### src/rtl/delay_responder_pkg.sv
// -----------------------------------------------------------------------------
// delay_responder_pkg
//
// Shared constants and helpers for the fixed-latency responder.
//   LATENCY_DEF / DW_DEF / MAX_OUT_DEF : default parameter values
//   calc_tw()                          : timestamp width for a given latency
//   entry_t                            : FIFO entry layout {due, data} at the
//                                        default widths. The top re-declares the
//                                        same layout at its actual widths.
// -----------------------------------------------------------------------------
package delay_responder_pkg;

  localparam int LATENCY_DEF = 4;
  localparam int DW_DEF      = 8;
  localparam int MAX_OUT_DEF = 4;

  // Two extra bits keep 2^TW above 2*LATENCY. An equality compare between the
  // free-running timestamp and a due time can then never alias an older or a
  // newer due time.
  function automatic int calc_tw(input int latency);
    return $clog2(latency) + 2;
  endfunction

  localparam int TW_DEF = calc_tw(LATENCY_DEF);

  typedef struct packed {
    logic [TW_DEF-1:0] due;
    logic [DW_DEF-1:0] data;
  } entry_t;

endpackage

### src/rtl/delay_responder_if.sv
// -----------------------------------------------------------------------------
// delay_responder_if
//
// Request/response bundle for delay_responder.
//   a, a_data             : request strobe and payload (master -> slave)
//   b, b_data             : response strobe and payload (slave -> master)
//   drop                  : request rejected because capacity was full
//   outstanding [OW-1:0]  : accepted requests not yet answered
// OW must equal $clog2(MAX_OUT+1) of the attached responder.
// -----------------------------------------------------------------------------
interface delay_responder_if
  import delay_responder_pkg::*;
#(
  parameter int DW = DW_DEF,
  parameter int OW = $clog2(MAX_OUT_DEF + 1)
);

  logic          a;
  logic [DW-1:0] a_data;
  logic          b;
  logic [DW-1:0] b_data;
  logic          drop;
  logic [OW-1:0] outstanding;

  modport master (
    output a, a_data,
    input  b, b_data, drop, outstanding
  );

  modport slave (
    input  a, a_data,
    output b, b_data, drop, outstanding
  );

endinterface

### src/rtl/delay_responder_fifo.sv
// -----------------------------------------------------------------------------
// delay_responder_fifo
//
// Synchronous FIFO with an asynchronous active-low reset and a look-ahead head.
//   clk, rst_n       : clock, asynchronous active-low reset
//   push, wr_data    : write request. It is honoured when not full, or when
//                      full and a pop happens at the same edge.
//   pop              : remove the head entry. It is ignored when empty.
//   head             : current head entry. It is only meaningful when !empty.
//   full, empty      : occupancy flags
//   count [CW-1:0]   : registered occupancy, 0..DEPTH
// Any DEPTH >= 1 is supported. The pointers wrap explicitly, so DEPTH does not
// need to be a power of two.
// -----------------------------------------------------------------------------
module delay_responder_fifo #(
  parameter int DEPTH = 4,
  parameter int WIDTH = 8,
  parameter int CW    = $clog2(DEPTH + 1)
) (
  input  logic             clk,
  input  logic             rst_n,
  input  logic             push,
  input  logic [WIDTH-1:0] wr_data,
  input  logic             pop,
  output logic [WIDTH-1:0] head,
  output logic             full,
  output logic             empty,
  output logic [CW-1:0]    count
);

  localparam int PW = (DEPTH > 1) ? $clog2(DEPTH) : 1;

  logic [WIDTH-1:0] mem_q [DEPTH];
  logic [PW-1:0]    wr_ptr_q, wr_ptr_d;
  logic [PW-1:0]    rd_ptr_q, rd_ptr_d;
  logic [CW-1:0]    count_q,  count_d;
  logic             do_push,  do_pop;

  function automatic logic [PW-1:0] ptr_inc(input logic [PW-1:0] p);
    if (p == PW'(DEPTH - 1)) return '0;
    return p + PW'(1);
  endfunction

  always_comb begin
    // NOTE: every signal gets a value before any branch. If a path left one
    // unassigned, always_comb would infer a latch.
    wr_ptr_d = wr_ptr_q;
    rd_ptr_d = rd_ptr_q;
    count_d  = count_q;

    do_pop  = pop && (count_q != '0);
    // When full, a write is only legal if the head leaves at the same edge.
    do_push = push && ((count_q != CW'(DEPTH)) || do_pop);

    if (do_push) wr_ptr_d = ptr_inc(wr_ptr_q);
    if (do_pop)  rd_ptr_d = ptr_inc(rd_ptr_q);

    if (do_push && !do_pop)      count_d = count_q + CW'(1);
    else if (do_pop && !do_push) count_d = count_q - CW'(1);
  end

  // NOTE: sequential state uses non-blocking assignments only. Every flop then
  // samples pre-edge values, and the order of the statements does not matter.
  always_ff @(posedge clk or negedge rst_n) begin
    if (!rst_n) begin
      wr_ptr_q <= '0;
      rd_ptr_q <= '0;
      count_q  <= '0;
    end else begin
      wr_ptr_q <= wr_ptr_d;
      rd_ptr_q <= rd_ptr_d;
      count_q  <= count_d;
    end
  end

  // NOTE: the storage array is deliberately not reset. Validity comes entirely
  // from the reset pointers and count, and an unreset array can map to RAM.
  always_ff @(posedge clk) begin
    if (do_push) mem_q[wr_ptr_q] <= wr_data;
  end

  assign head  = mem_q[rd_ptr_q];
  assign full  = (count_q == CW'(DEPTH));
  assign empty = (count_q == '0);
  assign count = count_q;

endmodule

### src/rtl/delay_responder.sv
// -----------------------------------------------------------------------------
// delay_responder
//
// Fixed-latency request/response stage. A request sampled with a=1 at edge t
// comes back as b=1 with the same payload, sampled at edge t+LATENCY. Up to
// MAX_OUT requests can be in flight, and they return in order. A request that
// arrives while the FIFO is full, with no pop at that edge, is discarded and
// flagged on drop one cycle later.
//
// Parameters: LATENCY (>=1), DW (payload width), MAX_OUT (>=1, FIFO depth)
// Ports:
//   clk, rst_n : clock, asynchronous active-low reset
//   bus        : delay_responder_if.slave
//                (a, a_data in; b, b_data, drop, outstanding out)
//
// Optional build macro: DELAY_RESPONDER_ASSERT_EN embeds concurrent assertions
// for the latency contract. They do not change behaviour.
// -----------------------------------------------------------------------------
module delay_responder
  import delay_responder_pkg::*;
#(
  parameter int LATENCY = LATENCY_DEF,
  parameter int DW      = DW_DEF,
  parameter int MAX_OUT = MAX_OUT_DEF
) (
  input  logic               clk,
  input  logic               rst_n,
  delay_responder_if.slave   bus
);

  localparam int TW = calc_tw(LATENCY);
  localparam int CW = $clog2(MAX_OUT + 1);
  localparam int EW = TW + DW;

  // With LATENCY=1 the response has to be registered at the request's own
  // edge. The entry would only land in the FIFO at that same edge, so the
  // request bypasses the FIFO and goes straight to the output registers.
  localparam bit BYPASS = (LATENCY == 1);

  // The head is popped at the edge where its due time equals now. b is then
  // registered at that edge, which is why the offset is LATENCY-1.
  localparam logic [TW-1:0] DUE_OFFSET = TW'(LATENCY - 1);

  typedef struct packed {
    logic [TW-1:0] due;
    logic [DW-1:0] data;
  } slot_t;

  logic [TW-1:0] now_q,    now_d;
  logic          b_q,      b_d;
  logic [DW-1:0] b_data_q, b_data_d;
  logic          drop_q,   drop_d;

  slot_t         in_slot;
  slot_t         head;
  logic [EW-1:0] head_bits;
  logic          fifo_push, fifo_pop;
  logic          fifo_full, fifo_empty;
  logic [CW-1:0] fifo_count;

  delay_responder_fifo #(
    .DEPTH (MAX_OUT),
    .WIDTH (EW),
    .CW    (CW)
  ) u_fifo (
    .clk     (clk),
    .rst_n   (rst_n),
    .push    (fifo_push),
    .wr_data (in_slot),
    .pop     (fifo_pop),
    .head    (head_bits),
    .full    (fifo_full),
    .empty   (fifo_empty),
    .count   (fifo_count)
  );

  assign head = slot_t'(head_bits);

  always_comb begin
    now_d    = now_q + TW'(1);

    // Due times are pushed in increasing order, so only the head can be due.
    fifo_pop = !fifo_empty && (head.due == now_q);

    in_slot.due  = now_q + DUE_OFFSET;
    in_slot.data = bus.a_data;

    fifo_push = !BYPASS && bus.a && (!fifo_full || fifo_pop);
    drop_d    = !BYPASS && bus.a && fifo_full && !fifo_pop;

    b_d      = 1'b0;
    b_data_d = '0;
    if (fifo_pop) begin
      b_d      = 1'b1;
      b_data_d = head.data;
    end else if (BYPASS && bus.a) begin
      b_d      = 1'b1;
      b_data_d = bus.a_data;
    end
  end

  always_ff @(posedge clk or negedge rst_n) begin
    if (!rst_n) begin
      now_q    <= '0;
      b_q      <= 1'b0;
      b_data_q <= '0;
      drop_q   <= 1'b0;
    end else begin
      now_q    <= now_d;
      b_q      <= b_d;
      b_data_q <= b_data_d;
      drop_q   <= drop_d;
    end
  end

  assign bus.b           = b_q;
  assign bus.b_data      = b_data_q;
  assign bus.drop        = drop_q;
  assign bus.outstanding = fifo_count;

`ifdef DELAY_RESPONDER_ASSERT_EN
  logic req_taken;
  assign req_taken = bus.a && (BYPASS || !fifo_full || fifo_pop);

  a_latency : assert property (@(posedge clk) disable iff (!rst_n)
    req_taken |-> ##LATENCY bus.b)
    else $error("[%0t] delay_responder: accepted request not answered after %0d edges",
                $time, LATENCY);

  // Bypassed responses never occupy the FIFO, so this check only applies when
  // responses come out of the FIFO.
  if (!BYPASS) begin : g_b_source
    a_b_source : assert property (@(posedge clk) disable iff (!rst_n)
      bus.b |-> ($past(fifo_count) > '0))
      else $error("[%0t] delay_responder: response with nothing outstanding", $time);
  end

  a_no_spurious_drop : assert property (@(posedge clk) disable iff (!rst_n)
    ($past(fifo_count) < CW'(MAX_OUT)) |-> !bus.drop)
    else $error("[%0t] delay_responder: drop while below capacity", $time);
`else
  // Assertions compiled out; functional logic is unchanged.
`endif

endmodule

### src/flat_wrapper.sv
// flat-port wrapper written by rule: the top's interface ports become plain ports
module delay_responder_flat import delay_responder_pkg::*;
#(
  parameter int LATENCY = LATENCY_DEF,
  parameter int DW      = DW_DEF,
  parameter int MAX_OUT = MAX_OUT_DEF
)
  (clk, rst_n, bus_a, bus_a_data, bus_b, bus_b_data, bus_drop, bus_outstanding);
  delay_responder_if #(.DW(DW), .OW(3)) bus_i ();
  input  logic clk;
  input  logic rst_n;
  input wire logic [$bits(bus_i.a)-1:0] bus_a;
  input wire logic [$bits(bus_i.a_data)-1:0] bus_a_data;
  output wire logic [$bits(bus_i.b)-1:0] bus_b;
  output wire logic [$bits(bus_i.b_data)-1:0] bus_b_data;
  output wire logic [$bits(bus_i.drop)-1:0] bus_drop;
  output wire logic [$bits(bus_i.outstanding)-1:0] bus_outstanding;
  assign bus_i.a = bus_a;
  assign bus_i.a_data = bus_a_data;
  assign bus_b = bus_i.b;
  assign bus_b_data = bus_i.b_data;
  assign bus_drop = bus_i.drop;
  assign bus_outstanding = bus_i.outstanding;
  delay_responder #(.LATENCY(LATENCY), .DW(DW), .MAX_OUT(MAX_OUT)) u_core (.clk(clk), .rst_n(rst_n), .bus(bus_i));
endmodule
### config.mk
export PLATFORM = sky130hd
export DESIGN_NAME = delay_responder_flat
export DESIGN_NICKNAME = d
export VERILOG_FILES = /design/src/rtl/delay_responder_pkg.sv /design/src/rtl/delay_responder_if.sv /design/src/rtl/delay_responder_fifo.sv /design/src/rtl/delay_responder.sv /design/src/flat_wrapper.sv
export SDC_FILE = /design/constraint.sdc
export NUM_CORES = 1
export LEC_CHECK = 0
export BUFFER_PORTS_ARGS = -buffer_cell sky130_fd_sc_hd__buf_4
export CORE_AREA = 10 10 81 83
export CTS_BUF_LIST = sky130_fd_sc_hd__clkbuf_4
export DETAILED_ROUTE_END_ITERATION = 10
export DIE_AREA = 0 0 91 93
export PLACE_DENSITY = 0.79
export SYNTH_ARGS = -nofsm -noshare
export SYNTH_HDL_FRONTEND = slang
export SYNTH_SLANG_ARGS = --single-unit
### constraint.sdc
create_clock -name clk -period 3.8 [get_ports clk]
set_input_delay 0 -clock clk [delete_from_list [all_inputs] [get_ports clk]]
set_output_delay 0 -clock clk [all_outputs]
set_load 0.01 [all_outputs]
==> qor.txt, run 1 <==
initial cell density of the core - 53.8%
Post-Layout Cell Count - 258
crit path kind - reg -> reg
H-tree level count - 3
Combinational Power Share - 28.0%
Power Dens Cells - 675 nW/um^2
area growth from synthesis to layout - 18.7%
CORE AREA - 5010 sq um
CP max stage cell - dfrtp_1
GR Util All Layers - 12.1%
first-pass detailed-route iteration total - 4
Cell Area, Synth - 2690 sq um
Clock power frac - 21.3%
Port Buffers - 23
Tmin final - 3130 ps
Clock Latency Late Sink - 410 ps
post-synthesis sequential area ratio - 73.0%
Psw - 0.000629 W
Critical Path Sink Type - flop
startpoint types - flop
Max-Cap Viols - 0
Synth Area in Compound Gates - 0.604%
Final Util - 63.8%
Root Driver - clkbuf_4
most frequent cells in the layout - edfxtp_1 (48), buf_4 (24), dfrtp_1 (21)
number of gates resized after CTS - 0
GPL Wtd Cong - 0.755
Flop pwr share - 50.7%
GRT overflow - 0
Yosys cell types - 23
internal power - 0.00153 W
RSZ-0062 raised after global routing - no
synthesis warning total - 0
largest net degree at the start of global routing - 15
Synth Instances - 140
hpwl dp - 3080 um
fin area - 3200 sq um
clock buffer depth - 2
io pins - 24
Max rail drop VDD - 0.000457 V
Post-CTS Setup Bufs - 0
vias in the first global route - 1514
fraction of layout cells with a size suffix above 1 - 29.3%
overall power - 0.00216 W
initial antenna violation count - 0
Post-route DRC - 0
cts hold-fix bufs - 12
multiplexer area fraction after synthesis - 12.1%
#FFs+latches synth - 69
dpl cell area - 2940 sq um
Sum Neg Setup Slack - 0 ps
Sink Count - 69
Worst Path Buf+Inv - 1
Final setup viols - 0
first-pass GRT wire length - 7760 um
DRT antenna net count - 0
Final Hold Vio Count - 0
CTS clock-pin slew for the worst setup and hold paths - 110 ps
diode count - 0
XOR/XNOR Fraction of Synth Area - 3.58%
Die H - 93 um
Top delay family on crit path - flip-flops
synthesized-area fraction occupied by adder cells - 4.46%
die area - 8460 sq um
fmax - 319 MHz
Critical Path RT - 4100 ps
leading cell type in the layout, fill and taps excluded - edfxtp_1
cell total after placement - 230
CP max stage delay - 740 ps
largest family of logic cells by synthesized area - multiplexers
WP data arrival - 3430 ps
# rows - 26
LEAKAGE - 1.24 nW
outcome - completed
simple-gate share of the synthesized area - 4.55%
Avg Cell Area, Syn - 19.2 sq um
Crit Path Max Fanout - 14
nets@finish - 203
Die W - 91 um
period utilization - 82.4%
clock tree from TritonCTS - done
DR iter-0 viols - 62
Slew HR - 55.8%
Slew Viols, Final - 0
Num CTS Buffers - 9
post-synthesis net count - 160
post-DR vias/cell - 5.16
clk_skew - 16.3 ps
Sw Share - 29.2%
Worst Hold Class - in -> reg
Worst Max-Slew Pin Slew - 663 ps
average wire per standard cell - 18.3 um
Routed Wire Length - 4720 um
worst-path cell chain - mux4_2, xnor2_1, nand4_1, or2_1, ha_1, inv_1, fa_1, mux2_2
number of vias in the routed layout - 1330
## power groups by stage
stage	clock network (W)	logic [W]	registers [W]
finish	0.000458	0.000605	0.00109
global route	0.000503	0.000664	0.00112
CTS	0.000468	0.000619	0.00110
detailed placement	0	0.000609	0.00111
global placement	0	0.000568	0.00110
floorplan	0	0.000434	0.00108
## cells by family (layout without fill, tap and decap cells)
logic type	Yosys count	in the layout
xor gates and xnor gates	11	11
adders and majority gates	9	9
buffers and inverters	11	59
and+or+nand+nor	21	21
muxes	17	17
DFF	69	69
AOI/OAI and AO/OA	2	2
## cell type report
| cell class | count | area (sq um) |
|---|---|---|
| flip-flops and latches | 69 | 1970 |
| fillers | 377 | 1810 |
| multi-input cells | 60 | 682 |
| repair buffers | 36 | 300 |
| well taps | 70 | 87.6 |
| clock buffers | 11 | 82.6 |
| clock inverters | 5 | 51.3 |
| inverters | 7 | 26.3 |
## synthesized netlist by cell type (all sizes together)
cell type / n / share of area, %
clkbuf: 1 / 0.14
nor3b: 1 / 0.28
xnor2: 8 / 2.6
fa: 1 / 0.74
nand4: 1 / 0.23
nor2: 3 / 0.42
inv: 7 / 0.98
edfxtp: 48 / 54
and2: 4 / 0.93
or2: 1 / 0.23
xor2: 3 / 0.98
mux2: 5 / 2.1
o21ai: 1 / 0.19
a21boi: 1 / 0.42
mux4: 12 / 10
and3: 1 / 0.23
ha: 8 / 3.7
buf: 3 / 0.56
nor3: 1 / 0.19
nand3: 1 / 0.19
dfrtp: 21 / 20
nor2b: 8 / 1.9
## per-stage QoR
step / setup WS (ps) / hold WS [ps]
final: 669 / 329
after global routing: 478 / 313
after CTS: 671 / 307
after detailed placement: 697 / -92.4
after global placement: 863 / -98.8
after floorplan: 1030 / -296
## path summary, 6_finish.rpt
path                                                            start                               endpoint  slack (ps)  cells after the start
worst min register to register     u_core.u_fifo.count[2]$_DFFE_PN0P_     u_core.u_fifo.count[2]$_DFFE_PN0P_         530                      1
min in group asynchronous                                       rst_n  u_core.u_fifo.rd_ptr_q[0]$_DFFE_PN0P_         500                      3
worst min-delay path                                    bus_a_data[6]    u_core.u_fifo.mem_q[1][6]$_DFFE_PP_         330                      2
worst max-delay path            u_core.u_fifo.rd_ptr_q[1]$_DFFE_PN0P_     u_core.u_fifo.count[1]$_DFFE_PN0P_         670                      8
max in group asynchronous                                       rst_n         u_core.bus.b_data[0]$_DFF_PN0_        2040                      4
worst max register to register  u_core.u_fifo.rd_ptr_q[1]$_DFFE_PN0P_     u_core.u_fifo.count[1]$_DFFE_PN0P_         670                      8
## per-layer routing
metal / global-route usage, % / vias to the layer above / share of wire (%)
li1: - / 607 / -
met1: 13.2 / 688 / 41
met2: 20.5 / 24 / 53
met3: 3.76 / 11 / 3.8
met4: 7.44 / 0 / 2.4
met5: 0 / - / 0
## sequential cells by signal, summed over array words and instances (netlist names)
signal,cells
u_core.u_fifo.mem_q,48
u_core.bus.b_data,8
u_core.now_q,4
u_core.u_fifo.count,3
u_core.u_fifo.rd_ptr_q,2
u_core.u_fifo.wr_ptr_q,2
u_core.bus.b,1
u_core.bus.drop,1
No activity file was read; power rests on OpenSTA's default activity.
==> inputs of run 2 (changes only) <==
ABC_AREA = 1   (was not set)
CORE_AREA = 10 10 83 85   (was 10 10 81 83)
DIE_AREA = 0 0 93 95   (was 0 0 91 93)
PLACE_DENSITY = 0.81   (was 0.79)
clock period = 2.6 ns   (was 3.8 ns; I/O delays follow)
==> run 2 against run 1 <==
Non-clock buffer count is 21 higher. Clock-buffer cell count stayed put. Cell area is 14% higher. Setup slack worse by 640 ps. Area after synthesis is 5.6% higher. Die area is 4.4% higher. Critical path type unchanged.
==> qor.txt, run 2 <==
Port Buffers - 23 (unchanged)
period utilization - 98.9% (was 82.4%)
area leader, netlist - edfxtp_1 (unchanged)
first-pass detailed-route iteration total - 4 (unchanged)
Fillers - 362 (was 377)
Critical Path RT - 2890 ps (was 4100 ps)
area growth from synthesis to layout - 27.8% (was 18.7%)
synthesis warning total - 0 (unchanged)
# rows - 27 (was 26)
met1 Usage GRT - 14.2% (was 13.2%)
Cell Area, Synth - 2840 sq um (was 2690 sq um)
Final Hold Vio Count - 0 (unchanged)
Post-route DRC - 0 (unchanged)
fmax - 389 MHz (was 319 MHz)
hpwl dp - 3590 um (was 3080 um)
Max rail drop VDD - 0.000532 V (was 0.000457 V)
worst r2r path cells - 16 (was 8)
Die H - 95 um (was 93 um)
Crit Path Max Fanout - 5 (was 14)
DP Worst Slack - -42.9 ps (was 697 ps)
Final Util - 68.1% (was 63.8%)
clock buffer depth - 2 (unchanged)
Worst Max-Slew Pin Slew - 343 ps (was 663 ps)
Routed Wire Length - 6220 um (was 4720 um)
Sw Share - 35.2% (was 29.2%)
Slew HR - 77.0% (was 55.8%)
CORE AREA - 5340 sq um (was 5010 sq um)
WP data arrival - 2860 ps (was 3430 ps)
#FFs+latches synth - 69 (unchanged)
CTS clock-pin slew for the worst setup and hold paths - 110 ps (about the same)
internal power - 0.00244 W (was 0.00153 W)
LEAKAGE - 1.52 nW (was 1.24 nW)
dpl cell area - 3140 sq um (was 2940 sq um)
routing usage on met2 - 24.2% (was 20.5%)
PnR worst setup slack - 29.6 ps (was 669 ps)
startpoint types - flop (unchanged)
CP endpoint - u_core.u_fifo.count[1]$_DFFE_PN0P_ (unchanged)
Reg-to-Reg End - u_core.u_fifo.count[1]$_DFFE_PN0P_ (unchanged)
Flop pwr share - 41.6% (was 50.7%)
Reg with most FFs - u_core.u_fifo.mem_q (unchanged)
Worst Hold Class - in -> async (was in -> reg)
GR peak layer - met2 (unchanged)
count leader, synth - edfxtp_1 (unchanged)
synth cell count leaders - edfxtp_1 (48), nor2_1 (42), nand2_1 (35) (was edfxtp_1 (48), dfrtp_1 (21), mux4_2 (12))
Min Hold Slack - 9.36 ps (was 329 ps)
Reg-to-Reg Start - u_core.u_fifo.rd_ptr_q[0]$_DFFE_PN0P_ (was u_core.u_fifo.rd_ptr_q[1]$_DFFE_PN0P_)
Synth Flop Type - edfxtp_1 (unchanged)
R2R setup slack - 30 ps (was 670 ps)
Final setup viols - 0 (unchanged)
die area - 8840 sq um (was 8460 sq um)
Critical Path Sink Type - flop (unchanged)
average wire per standard cell - 16.6 um (was 18.3 um)
vias in the first global route - 1904 (was 1514)
Max-Cap Viols - 0 (unchanged)
GR Util All Layers - 13.7% (was 12.1%)
met3 usage - 3.97% (was 3.76%)
Synth Instances - 235 (was 140)
outcome - completed (unchanged)
leading cell type in the layout, fill and taps excluded - edfxtp_1 (unchanged)
GPL Wtd Cong - 0.745 (was 0.755)
Clock power frac - 18.2% (was 21.3%)
Tmin final - 2570 ps (was 3130 ps)
synth top area cells - edfxtp_1 (51%), dfrtp_1 (18%), nor2_1 (5.5%) (was edfxtp_1 (54%), dfrtp_1 (20%), mux4_2 (10%))
Power Dens Cells - 1030 nW/um^2 (was 675 nW/um^2)
DR iter-0 viols - 213 (was 62)
CP startpoint - u_core.u_fifo.rd_ptr_q[0]$_DFFE_PN0P_ (was u_core.u_fifo.rd_ptr_q[1]$_DFFE_PN0P_)
Die W - 93 um (was 91 um)
fraction of layout cells with a size suffix above 1 - 30.9% (was 29.3%)
crit path kind - reg -> reg (unchanged)
clk_skew - 13.4 ps (was 16.3 ps)
post-DR vias/cell - 5.20 (was 5.16)
Yosys cell types - 26 (was 23)
number of vias in the routed layout - 1945 (was 1330)
initial cell density of the core - 53.3% (was 53.8%)
Root Driver - clkbuf_4 (unchanged)
post-synthesis net count - 255 (was 160)
cell total after placement - 333 (was 230)
Num CTS Buffers - 9 (unchanged)
clock tree from TritonCTS - done (unchanged)
GRT overflow - 0 (unchanged)
Synth top area share - 50.7% (was 53.5%)
largest net degree at the start of global routing - 22 (was 15)
fin area - 3630 sq um (was 3200 sq um)
Psw - 0.00132 W (was 0.000629 W)
post-synthesis sequential area ratio - 69.2% (was 73.0%)
Post-Layout Cell Count - 374 (was 258)
io pins - 24 (unchanged)
Clock Latency Late Sink - 410 ps (about the same)
EDFF count, synth - 48 (unchanged)
Combinational Power Share - 40.2% (was 28.0%)
most frequent cells in the layout - edfxtp_1 (48), buf_4 (42), nor2_1 (41) (was edfxtp_1 (48), buf_4 (24), dfrtp_1 (21))
max reg flops - 48 (unchanged)
Async SR Flop Fraction - 30.4% (unchanged)
H-tree level count - 3 (unchanged)
Slew Viols, Final - 0 (unchanged)
Sink Count - 69 (unchanged)
DRT antenna net count - 0 (unchanged)
initial antenna violation count - 1 (was 0)
nets@finish - 316 (was 203)
first-pass GRT wire length - 9100 um (was 7760 um)
Avg Cell Area, Syn - 12.1 sq um (was 19.2 sq um)
==> run 2: cells by family (layout without fill, tap and decap cells) <==
family	after synthesis	after routing	synth area share, %
muxes	1	1	0.396
and+or+nand+nor	95	95	13.7
other	0	1	0
xor gates and xnor gates	6	6	1.85
AOI/OAI and AO/OA	30	30	5.54
DFF	69	69	69.2
adders and majority gates	9	9	4.22
buffers and inverters	25	91	5.10
==> run 2: layer usage <==
metal	up-vias	part of all wire, %
met5	-	0
met4	0	2.6
met3	16	5.0
met2	63	55
met1	950	38
li1	916	-
==> run 2: repair_timing <==
action	in CTS	in global routing
gates resized for setup	3	27
buffers inserted	1	10
hold buffers	10	0
endpoints found under the setup margin	2	2
pin swaps	0	13
cloned	1	2
hold endpoints to repair	56	0
==> run 2: power by group through the flow <==
stage | registers, W | logic, W | clock network (W)
after floorplan | 0.00157 | 0.000753 | 0
after global placement | 0.00156 | 0.00111 | 0
after detailed placement | 0.00157 | 0.00115 | 0
after CTS | 0.00154 | 0.00125 | 0.000698
after global routing | 0.00158 | 0.00167 | 0.000761
final | 0.00156 | 0.00151 | 0.000684
==> run 2: area by class of cell <==
type	count	area [sq um]	area share [%]
multi-input cells	141	803	22.1
diodes	1	2.50	0.0689
repair buffers	57	519	14.3
flip-flops and latches	69	1970	54.2
well taps	72	90.1	2.48
inverters	17	97.6	2.69
repair inverters	1	8.76	0.241
clock buffers	11	82.6	2.27
clock inverters	5	61.3	1.69
==> run 2: through the flow <==
stage,setup TNS (ps),power [W]
2_1_floorplan,0,0.00232
3_3_place_gp,0,0.00266
3_5_place_dp,-42.9,0.00271
4_1_cts,0,0.00350
5_1_grt,-210,0.00402
6_report,0,0.00376
==> run 2: critical path: stages, from the launching register on <==
cell,delay (ps)
dfrtp_2,480
buf_12,170
buf_6,120
nand2_2,60
nand3_2,80
nand2_1,80
nand2_1,70
nand2_2,70
nor2_2,40
nand3_2,90
nand2_2,80
nand2_4,120
inv_2,50
ha_4,160
inv_4,60
fa_2,430
mux2_2,270
==> run 2: worst min-delay path by stage <==
| stage | from | endpoint | slack [ps] | cells after the start |
|---|---|---|---|---|
| 2_1_floorplan | rst_n | u_core.bus.b$_DFF_PN0_ | -300 | 0 |
| 3_5_place_dp | rst_n | u_core.bus.drop$_DFF_PN0_ | -80 | 1 |
| 4_1_cts | rst_n | u_core.bus.b_data[0]$_DFF_PN0_ | 0.4 | 2 |
| 5_1_grt | rst_n | u_core.bus.b_data[0]$_DFF_PN0_ | 10 | 2 |
| 6_report | rst_n | u_core.bus.b$_DFF_PN0_ | 9 | 2 |
| 3_3_place_gp | rst_n | u_core.now_q[3]$_DFF_PN0_ | -90 | 1 |
==> inputs of run 3 (changes only) <==
ABC_AREA = not set   (was 1)
CORE_AREA = 10 10 81 83   (was 10 10 83 85)
DIE_AREA = 0 0 91 93   (was 0 0 93 95)
PLACE_DENSITY = 0.82   (was 0.81)
==> run 3 against run 2 <==
The flow now finishes with violations (negative setup slack). Die area fell by 4.2%. Via count fell by 32%. Wire length fell by 27%. Cell count fell by 29%. Hold slack improved by 7.3 ps. Global-route usage fell by 2.0 points. Clock skew fell by 1.2 ps. Utilization fell by 1.5 points. Sequential share of layout area rose by 4.8 points. Setup slack got worse by 37 ps. Power fell by 12%. Sequential power barely moved. Critical path type unchanged. Largest cell class unchanged.
==> qor.txt, run 3 (synthesized netlist as in run 1, its figures left out) <==
outcome - finished with violations (was completed)
failing checks - negative setup slack
Die H - 93 um (was 95 um)
Worst Path Buf+Inv - 1 (was 4)
Root Driver - clkbuf_4 (unchanged)
CP max stage delay - 540 ps (was 480 ps)
Reg with most FFs - u_core.u_fifo.mem_q (unchanged)
Max-Cap Viols - 0 (unchanged)
Final Hold Vio Count - 0 (unchanged)
most frequent cells in the layout - edfxtp_1 (48), buf_4 (29), dfrtp_1 (20) (was edfxtp_1 (48), buf_4 (42), nor2_1 (41))
leading cell type in the layout, fill and taps excluded - edfxtp_1 (unchanged)
CP max stage cell - mux4_2 (was dfrtp_2)
diode count - 0 (was 1)
GRT overflow - 0 (unchanged)
max reg flops - 48 (unchanged)
Min Hold Slack - 16.6 ps (was 9.36 ps)
met1 Usage GRT - 12.7% (was 14.2%)
number of vias in the routed layout - 1326 (was 1945)
hpwl dp - 3000 um (was 3590 um)
largest net degree at the start of global routing - 22 (unchanged)
CP startpoint - u_core.u_fifo.rd_ptr_q[0]$_DFFE_PN0P_ (unchanged)
nets@finish - 210 (was 316)
Top delay family on crit path - multiplexers (was simple AND/OR/NAND/NOR gates)
Max rail drop VDD - 0.000619 V (was 0.000532 V)
period utilization - 100% (was 98.9%)
Num CTS Buffers - 9 (unchanged)
Clock Latency Late Sink - 400 ps (was 410 ps)
first-pass detailed-route iteration total - 4 (unchanged)
Fillers - 349 (was 362)
Sink Count - 69 (unchanged)
GPL Wtd Cong - 0.780 (was 0.745)
DR iter-0 viols - 98 (was 213)
# rows - 26 (was 27)
Critical Path RT - 2890 ps (about the same)
Final setup viols - 1 (was 0)
Routed Wire Length - 4560 um (was 6220 um)
met3 usage - 4.16% (was 3.97%)
PnR worst setup slack - -7.23 ps (was 29.6 ps)
fmax - 384 MHz (was 389 MHz)
Post-route DRC - 0 (unchanged)
Worst Max-Slew Pin Slew - 374 ps (was 343 ps)
clock tree from TritonCTS - done (unchanged)
clk_skew - 12.2 ps (was 13.4 ps)
clock buffer depth - 2 (unchanged)
Crit Path Max Fanout - 5 (unchanged)
DRT antenna net count - 0 (unchanged)
fraction of layout cells with a size suffix above 1 - 36.4% (was 30.9%)
routing usage on met2 - 18.9% (was 24.2%)
WP data arrival - 2890 ps (was 2860 ps)
Tmin final - 2610 ps (was 2570 ps)
RSZ-0062 raised after global routing - yes
initial cell density of the core - 53.8% (was 53.3%)
GR Util All Layers - 11.7% (was 13.7%)
io pins - 24 (unchanged)
crit path kind - reg -> reg (unchanged)
Reg-to-Reg Start - u_core.u_fifo.rd_ptr_q[0]$_DFFE_PN0P_ (unchanged)
Slew Viols, Final - 0 (unchanged)
overall power - 0.00329 W (was 0.00376 W)
Worst Hold Class - in -> async (unchanged)
worst-path cell chain - mux4_2, xnor2_1, nand4_1, or2_4, ha_4, inv_2, fa_2, mux2_2 (was buf_12, buf_6, nand2_2, nand3_2, nand2_1, nand2_1, nand2_2, nor2_2, nand3_2, nand2_2, nand2_4, inv_2, ha_4, inv_4, fa_2, mux2_2)
Power Dens Cells - 987 nW/um^2 (was 1030 nW/um^2)
Port Buffers - 23 (unchanged)
vias in the first global route - 1528 (was 1904)
Critical Path Sink Type - flop (unchanged)
startpoint types - flop (unchanged)
Slew HR - 74.9% (was 77.0%)
CTS clock-pin slew for the worst setup and hold paths - 110 ps (about the same)
LEAKAGE - 1.30 nW (was 1.52 nW)
average wire per standard cell - 17.2 um (was 16.6 um)
post-DR vias/cell - 5.00 (was 5.20)
Die W - 91 um (was 93 um)
H-tree level count - 3 (unchanged)
GR peak layer - met2 (unchanged)
initial antenna violation count - 0 (was 1)
die area - 8460 sq um (was 8840 sq um)
area growth from synthesis to layout - 23.8% (was 27.8%)
CORE AREA - 5010 sq um (was 5340 sq um)
first-pass GRT wire length - 7530 um (was 9100 um)
-- run 3: cell types whose count changed in the layout (fill, tap and decap cells not counted), sizes merged, moves of 2 or more --
cell    previous run  this run
a21oi              9         0
and2               0         4
buf               45        33
clkbuf            12         9
clkinv             2         4
inv               17         7
mux2               1         5
mux4               0        12
nand2             37         0
nand3             13         1
nor2              43         3
nor2b              0         8
o21ai             21         1
xnor2              2         8
-- run 3: metrics by stage --
| stage | instances | setup TNS (ps) | utilization, % | setup slack [ps] | instance area [sq um] |
|---|---|---|---|---|---|
| 2_1_floorplan | 140 | -41.0 | - | -41.0 | 2720 |
| 3_3_place_gp | 238 | -6.51 | 61.2 | -6.51 | 3070 |
| 3_5_place_dp | 238 | -183 | 61.2 | -119 | 3070 |
| 4_1_cts | 265 | -80.6 | 66.1 | -47.4 | 3310 |
| 5_1_grt | 265 | -232 | 66.6 | -124 | 3340 |
| 6_report | 265 | -7.23 | 66.6 | -7.23 | 3340 |
-- run 3: final timing paths --
check,to,slack (ps),depth (start not counted)
min in group clk,u_core.u_fifo.mem_q[1][2]$_DFFE_PP_,350,2
max,u_core.u_fifo.count[1]$_DFFE_PN0P_,-7,8
min,u_core.now_q[3]$_DFF_PN0_,20,2
max in group asynchronous,u_core.u_fifo.rd_ptr_q[0]$_DFFE_PN0P_,2340,2
min reg2reg,u_core.u_fifo.count[2]$_DFFE_PN0P_,550,1
max reg2reg,u_core.u_fifo.count[1]$_DFFE_PN0P_,-7,8
-- run 3: layout make-up --
class | count | area, sq um | share of cell area, %
clock buffer | 9 | 67.6 | 2.03
timing repair buffer | 43 | 398 | 11.9
inverter | 7 | 26.3 | 0.788
tap | 70 | 87.6 | 2.63
multi-input combinational | 60 | 722 | 21.6
sequential | 69 | 1970 | 59.0
clock inverter | 7 | 66.3 | 1.99
-- run 3: what timing repair did --
item	in CTS	in global routing
gates resized for setup	2	4
hold buffers	10	0
hold endpoints to repair	54	0
pin swaps	6	4
endpoints found under the setup margin	2	2
setup buffers	1	0
-- run 3: per-layer routing --
| layer | up-vias | share of wire [%] |
|---|---|---|
| li1 | 618 | - |
| met1 | 663 | 42 |
| met2 | 33 | 51 |
| met3 | 12 | 4.7 |
| met4 | 0 | 3.0 |
| met5 | - | 0 |
-- run 3: report_power, final --
part	switching [W]	internal, W
Sequential	0.000136	0.00144
Combinational	0.000456	0.000611
Clock	0.000365	0.000286
-- run 3: worst reg2reg max path, cell delays in order, from the launching register on --
cell     delay, ps
dfrtp_2        460
mux4_2         540
xnor2_1        160
nand4_1        160
or2_4          280
ha_4           160
inv_2           50
fa_2           410
mux2_2         280
